### src/rtl/high_pass_ve_pkg.sv
// Shared types and helpers for the high-pass filter stage.
package high_pass_ve_pkg;

    // Filter control states; encodings match the low-pass stage.
    typedef enum logic [1:0] {
        StPreload = 2'd0,
        StSettle  = 2'd1,
        StRun     = 2'd2
    } hp_state_e;

    localparam int unsigned DefWidth     = 16;
    localparam int unsigned DefFrac      = 16;
    localparam int unsigned DefSettleLen = 16;

    // Accumulator width: sample bits, guard bits, plus one headroom bit.
    function automatic int unsigned acc_width(input int unsigned width, input int unsigned frac);
        return width + frac + 1;
    endfunction

endpackage

### src/rtl/high_pass_ve_sat.sv
// Combinational signed clamp from IN_W to OUT_W bits, shared by the filter blocks.
module sat_signed #(
    parameter int unsigned IN_W  = 18,
    parameter int unsigned OUT_W = 16
) (
    input  logic signed [IN_W-1:0]  in_i,
    output logic signed [OUT_W-1:0] out_o
);

    localparam logic signed [IN_W-1:0] MaxVal = {{(IN_W-OUT_W+1){1'b0}}, {(OUT_W-1){1'b1}}};
    localparam logic signed [IN_W-1:0] MinVal = {{(IN_W-OUT_W+1){1'b1}}, {(OUT_W-1){1'b0}}};

    // Clamp to the representable OUT_W range instead of wrapping.
    always_comb begin
        out_o = in_i[OUT_W-1:0];
        if (in_i > MaxVal) begin
            out_o = MaxVal[OUT_W-1:0];
        end else if (in_i < MinVal) begin
            out_o = MinVal[OUT_W-1:0];
        end
    end

endmodule

### src/rtl/high_pass_ve.sv
// First-order IIR high-pass: y = x - lp(x), with preload/settle control and a settled flag.
module high_pass_ve
    import high_pass_ve_pkg::*;
#(
    parameter int unsigned WIDTH      = DefWidth,
    parameter int unsigned FRAC       = DefFrac,
    parameter int unsigned SETTLE_LEN = DefSettleLen
) (
    input  logic                    clk_i,
    input  logic                    rstn_i,
    input  logic signed [WIDTH-1:0] data_i,
    input  logic                    valid_i,
    input  logic        [WIDTH-1:0] cutoff_i,
    output logic signed [WIDTH-1:0] out_o,
    output logic                    valid_o,
    output logic                    settled_o
);

    localparam int unsigned AccW  = acc_width(WIDTH, FRAC);
    localparam int unsigned LpW   = WIDTH + 1;
    localparam int unsigned DW    = WIDTH + 2;
    localparam int unsigned ProdW = DW + WIDTH + 1;
    localparam int unsigned ShW   = ProdW + FRAC;
    localparam int unsigned CntW  = $clog2(SETTLE_LEN + 1);

    hp_state_e               state_q, state_d;
    logic signed [AccW-1:0]  acc_q, acc_d;
    logic        [WIDTH-1:0] c_q, c_d;
    logic        [CntW-1:0]  cnt_q, cnt_d;
    logic signed [WIDTH-1:0] out_d;
    logic                    valid_d;
    logic                    settled_d;

    logic signed [LpW-1:0]   lp;
    logic signed [DW-1:0]    d;
    logic signed [WIDTH-1:0] d_sat;
    logic signed [ShW-1:0]   d_ext, c_ext, prod, shifted;

    // Low-pass estimate and difference; the bit slice of acc is a floor shift by FRAC.
    always_comb begin
        lp      = acc_q[AccW-1:FRAC];
        d       = {{2{data_i[WIDTH-1]}}, data_i} - {lp[LpW-1], lp};
        // A valid sample always filters with cutoff_i: it either equals c_q or replaces it.
        d_ext   = {{(ShW-DW){d[DW-1]}}, d};
        c_ext   = {{(ShW-WIDTH){1'b0}}, cutoff_i};
        prod    = d_ext * c_ext;
        shifted = (prod <<< FRAC) >>> WIDTH;
    end

    sat_signed #(
        .IN_W  (DW),
        .OUT_W (WIDTH)
    ) u_sat (
        .in_i  (d),
        .out_o (d_sat)
    );

    // Next-state, accumulator and output update; everything holds without a valid sample.
    always_comb begin
        state_d   = state_q;
        acc_d     = acc_q;
        c_d       = c_q;
        cnt_d     = cnt_q;
        out_d     = out_o;
        valid_d   = 1'b0;
        settled_d = settled_o;
        if (valid_i) begin
            valid_d = 1'b1;
            c_d     = cutoff_i;
            case (state_q)
                StPreload: begin
                    acc_d     = {data_i[WIDTH-1], data_i, {FRAC{1'b0}}};
                    out_d     = '0;
                    state_d   = StSettle;
                    cnt_d     = '0;
                    settled_d = 1'b0;
                end
                StSettle, StRun: begin
                    acc_d = acc_q + AccW'(shifted);
                    out_d = d_sat;
                    if (cutoff_i != c_q) begin
                        state_d   = StSettle;
                        cnt_d     = '0;
                        settled_d = 1'b0;
                    end else if (state_q == StSettle) begin
                        if (cnt_q == CntW'(SETTLE_LEN - 1)) begin
                            state_d   = StRun;
                            settled_d = 1'b1;
                        end else begin
                            cnt_d = cnt_q + 1'b1;
                        end
                    end
                end
                default: begin
                    state_d = StPreload;
                end
            endcase
        end
    end

    // State and datapath registers with synchronous active-low reset.
    always_ff @(posedge clk_i) begin
        if (!rstn_i) begin
            state_q   <= StPreload;
            acc_q     <= '0;
            c_q       <= '0;
            cnt_q     <= '0;
            out_o     <= '0;
            valid_o   <= 1'b0;
            settled_o <= 1'b0;
        end else begin
            state_q   <= state_d;
            acc_q     <= acc_d;
            c_q       <= c_d;
            cnt_q     <= cnt_d;
            out_o     <= out_d;
            valid_o   <= valid_d;
            settled_o <= settled_d;
        end
    end

`ifndef SYNTHESIS
    localparam logic signed [LpW-1:0] LpMax = {2'b00, {(WIDTH-1){1'b1}}};
    localparam logic signed [LpW-1:0] LpMin = {2'b11, {(WIDTH-1){1'b0}}};

    // The low-pass estimate is bounded by the input range, so the accumulator never wraps.
    always_ff @(posedge clk_i) begin
        if (rstn_i) begin
            assert (lp >= LpMin && lp <= LpMax);
        end
    end
`endif

endmodule

### config.mk
export PLATFORM = sky130hd
export DESIGN_NAME = high_pass_ve
export DESIGN_NICKNAME = d
export VERILOG_FILES = /design/src/rtl/high_pass_ve_pkg.sv /design/src/rtl/high_pass_ve_sat.sv /design/src/rtl/high_pass_ve.sv
export SDC_FILE = /design/constraint.sdc
export NUM_CORES = 1
export LEC_CHECK = 0
export CORE_MARGIN = 2
export CORE_UTILIZATION = 65
export CTS_CLUSTER_DIAMETER = 40
export DETAILED_ROUTE_END_ITERATION = 8
export PLACE_DENSITY_LB_ADDON = 0.15
export SETUP_SLACK_MARGIN = 0.4
export SKIP_LAST_GASP = 1
export SLEW_MARGIN = 5
export SYNTH_ARGS = -nofsm -noshare
export SYNTH_HDL_FRONTEND = slang
export SYNTH_SLANG_ARGS = --single-unit
### constraint.sdc
create_clock -name clk_i -period 15.8 [get_ports clk_i]
set_clock_uncertainty 0.2 [all_clocks]
set_input_delay 2.37 -clock clk_i [delete_from_list [all_inputs] [get_ports clk_i]]
set_output_delay 2.37 -clock clk_i [all_outputs]
set_load 0.03 [all_outputs]
==> results.sh <==
export IMPL_cts_inserted_buffers=9
export IMPL_tightest_slew_ps=1350
export IMPL_path_class="in -> reg"
export IMPL_regToRegStartpoint="acc_q[17]$_SDFFE_PN0P_"
export IMPL_synth_edf_count=0
export IMPL_drtIter0Drc=817
export IMPL_clock_fmax_ghz=0.0870
export IMPL_setup_tns_ps=0
export IMPL_track_usage_pct=32.5
export IMPL_synth_flop_cell="dfxtp_1"
export IMPL_crit_path_start_kind="input pin"
export IMPL_startpoint="data_i[7]"
export IMPL_drc=0
export IMPL_root_buffer="clkbuf_16"
export IMPL_yosysWarnings=0
export IMPL_cp_arrival_ps=11510
export IMPL_layout_common_cells="429 x inv_1, 316 x fa_1, 167 x nand2_1, 136 x and2_1, 110 x ha_1"
export IMPL_io_pins=53
export IMPL_yosys_area_share_simple_pct=14.5
export IMPL_hold_buffers=0
export IMPL_status="complete, no violations"
export IMPL_dieArea_um2=25500
export IMPL_grt_max_degree=50
export IMPL_dp_hpwl_um=30800
export IMPL_netlist_cell_type_count=64
export IMPL_vias=11864
export IMPL_cts_sinks=74
export IMPL_mostFrequentLayoutCell="inv_1"
export IMPL_synth_area_mux_share_pct=1.71
export IMPL_via_per_inst=5.59
export IMPL_yosysSeqAreaShare_pct=9.39
export IMPL_initial_core_util_pct=65.6
export IMPL_cts_resized=0
export IMPL_nets=2256
export IMPL_synth_compound_area_share_pct=8.60
export IMPL_grt_pass1_vias=12895
export IMPL_antenna_left=0
export IMPL_final_max_slew_viol_count=0
export IMPL_finalCritPeriodShare_pct=72.8
export IMPL_cts_tree="built"
export IMPL_dpl_cell_area_um2=16600
export IMPL_cts_path_max_buffers=2
export IMPL_synth_top_area_share_pct=40.1
export IMPL_h_tree_depth=3
export IMPL_crit_path_max_fanout=18
export IMPL_synthTopCellsByArea="fa_1 40%, inv_1 10%, dfxtp_1 9.4%"
export IMPL_synth_top_family_by_area="adder cells"
export IMPL_max_stage_delay_ps=790
export IMPL_ys_seq_elements=74
export IMPL_clock_latency_ps=350
export IMPL_hold_viol_final=0
export IMPL_wl_um=38900
export IMPL_relSlewSlack_pct=9.80
export IMPL_core_area_um2=24000
export IMPL_syn_area_um2=15800
export IMPL_synthXorXnorAreaFrac_pct=4.71
export IMPL_synth_top_area_cell="fa_1"
export IMPL_area_growth_pct=7.43
export IMPL_async_flop_share_pct=0
export IMPL_min_from="acc_q[8]$_SDFFE_PN0P_"
export IMPL_hold_class="reg -> reg"
export IMPL_n_antenna_cell=0
export IMPL_grt_pass1_wl_um=65100
export IMPL_antenna_found_initial=0
export IMPL_rows=57
export IMPL_die_w_um=160
export IMPL_setup_viol=0
export IMPL_syn_avg_cell_area_um2=8.88
export IMPL_synth_nets=2238
export IMPL_globalRouteOverflowTotal=0
export IMPL_cts_setup_buffers=0
export IMPL_portBuffers=52
export IMPL_layout_drive_gt1_share_pct=3.56
export IMPL_syn_inst=1777
export IMPL_cp_slowest_cell="fa_1"
export IMPL_required_ps=15810
export IMPL_fp_dieH_um=160
export IMPL_maxCapViolCount=0
export IMPL_rsz0062_at_grt="no"
export IMPL_finalCriticalPeriod_ps=11490
export IMPL_clk_pin_slew_worst_paths_ps=70
export IMPL_place_congestion=0.974
export IMPL_worst_path_most_repeated_cell="fa_1"
export IMPL_postLayoutCellArea_um2=16900
export IMPL_synthAdderAreaFrac_pct=48.8
export IMPL_drt_pre_antenna_iters=5
export IMPL_setup_worst_path_end_class="flop"
export IMPL_avgRoutedWirePerCell_um=18.3
==> flip-flops by register name (all words and copies together), names as in the netlist <==
register / count
cnt_q: 5
c_q: 16
settled_o: 1
acc_q: 33
state_q: 2
valid_o: 1
out_o: 16
==> critical path: cells and delay by family <==
kind / cells / cell delay, ps
compound gates: 14 / 3710
xor+xnor: 1 / 140
fa+ha+maj: 8 / 4020
buf+inv: 6 / 870
simple gates: 2 / 350
==> area by class of cell <==
cell class              instances  area [um2]
clock inverters                 6        72.6
fillers                      2001        7090
flip-flops and latches         74        1480
well taps                     324         405
inverters                     429        1610
repair buffers                 84         761
multi-input cells            1197       12400
clock buffers                  10         239
==> final timing paths <==
kind | to | slack [ps] | cells past startpoint
min | acc_q[8]$_SDFFE_PN0P_ | 250 | 2
min reg2reg | acc_q[8]$_SDFFE_PN0P_ | 250 | 2
max | acc_q[32]$_SDFFE_PN0P_ | 4310 | 31
max reg2reg | acc_q[32]$_SDFFE_PN0P_ | 6340 | 31
==> cell usage after synthesis (17+ instances only) <==
| library cell | number |
|---|---|
| a21oi_1 | 53 |
| a221o_1 | 17 |
| and2_1 | 136 |
| clkbuf_1 | 64 |
| dfxtp_1 | 74 |
| fa_1 | 316 |
| ha_1 | 110 |
| inv_1 | 429 |
| mux2i_1 | 27 |
| nand2_1 | 167 |
| nor2_1 | 70 |
| nor2b_1 | 31 |
| o21ai_0 | 36 |
| xnor2_1 | 62 |
| xor2_1 | 21 |
==> cells by family (layout without fill, tap and decap cells) <==
family / after synthesis / in the layout
buffers and inverters: 506 / 529
multiplexers: 27 / 27
AND/OR/NAND/NOR: 464 / 464
XOR/XNOR: 84 / 84
AO/OA/AOI/OAI: 196 / 196
flip-flops: 74 / 74
adder cells (fa/ha/maj): 426 / 426
==> routing by layer <==
layer | global-route usage, % | part of all wire, % | wire length (um)
met5 | 0 | 0 | 0
met4 | 13.3 | 4.6 | 1780
met3 | 3.69 | 6.0 | 2350
met2 | 57.1 | 50 | 19600
met1 | 41.0 | 39 | 15100
==> metrics by stage <==
stage          instances  setup slack (ps)  utilization, %  hold WS [ps]
2_1_floorplan       1777              5440               -           232
3_3_place_gp        2108              4300            69.2           242
3_5_place_dp        2108              4030            69.2           245
4_1_cts             2124              4360            70.5           253
5_1_grt             2124              3850            70.5           279
6_report            2124              4310            70.5           251
Power is left out: the tool's default activity adds up to more than one toggle a clock period on the data nets, which glitch-free logic cannot reach.
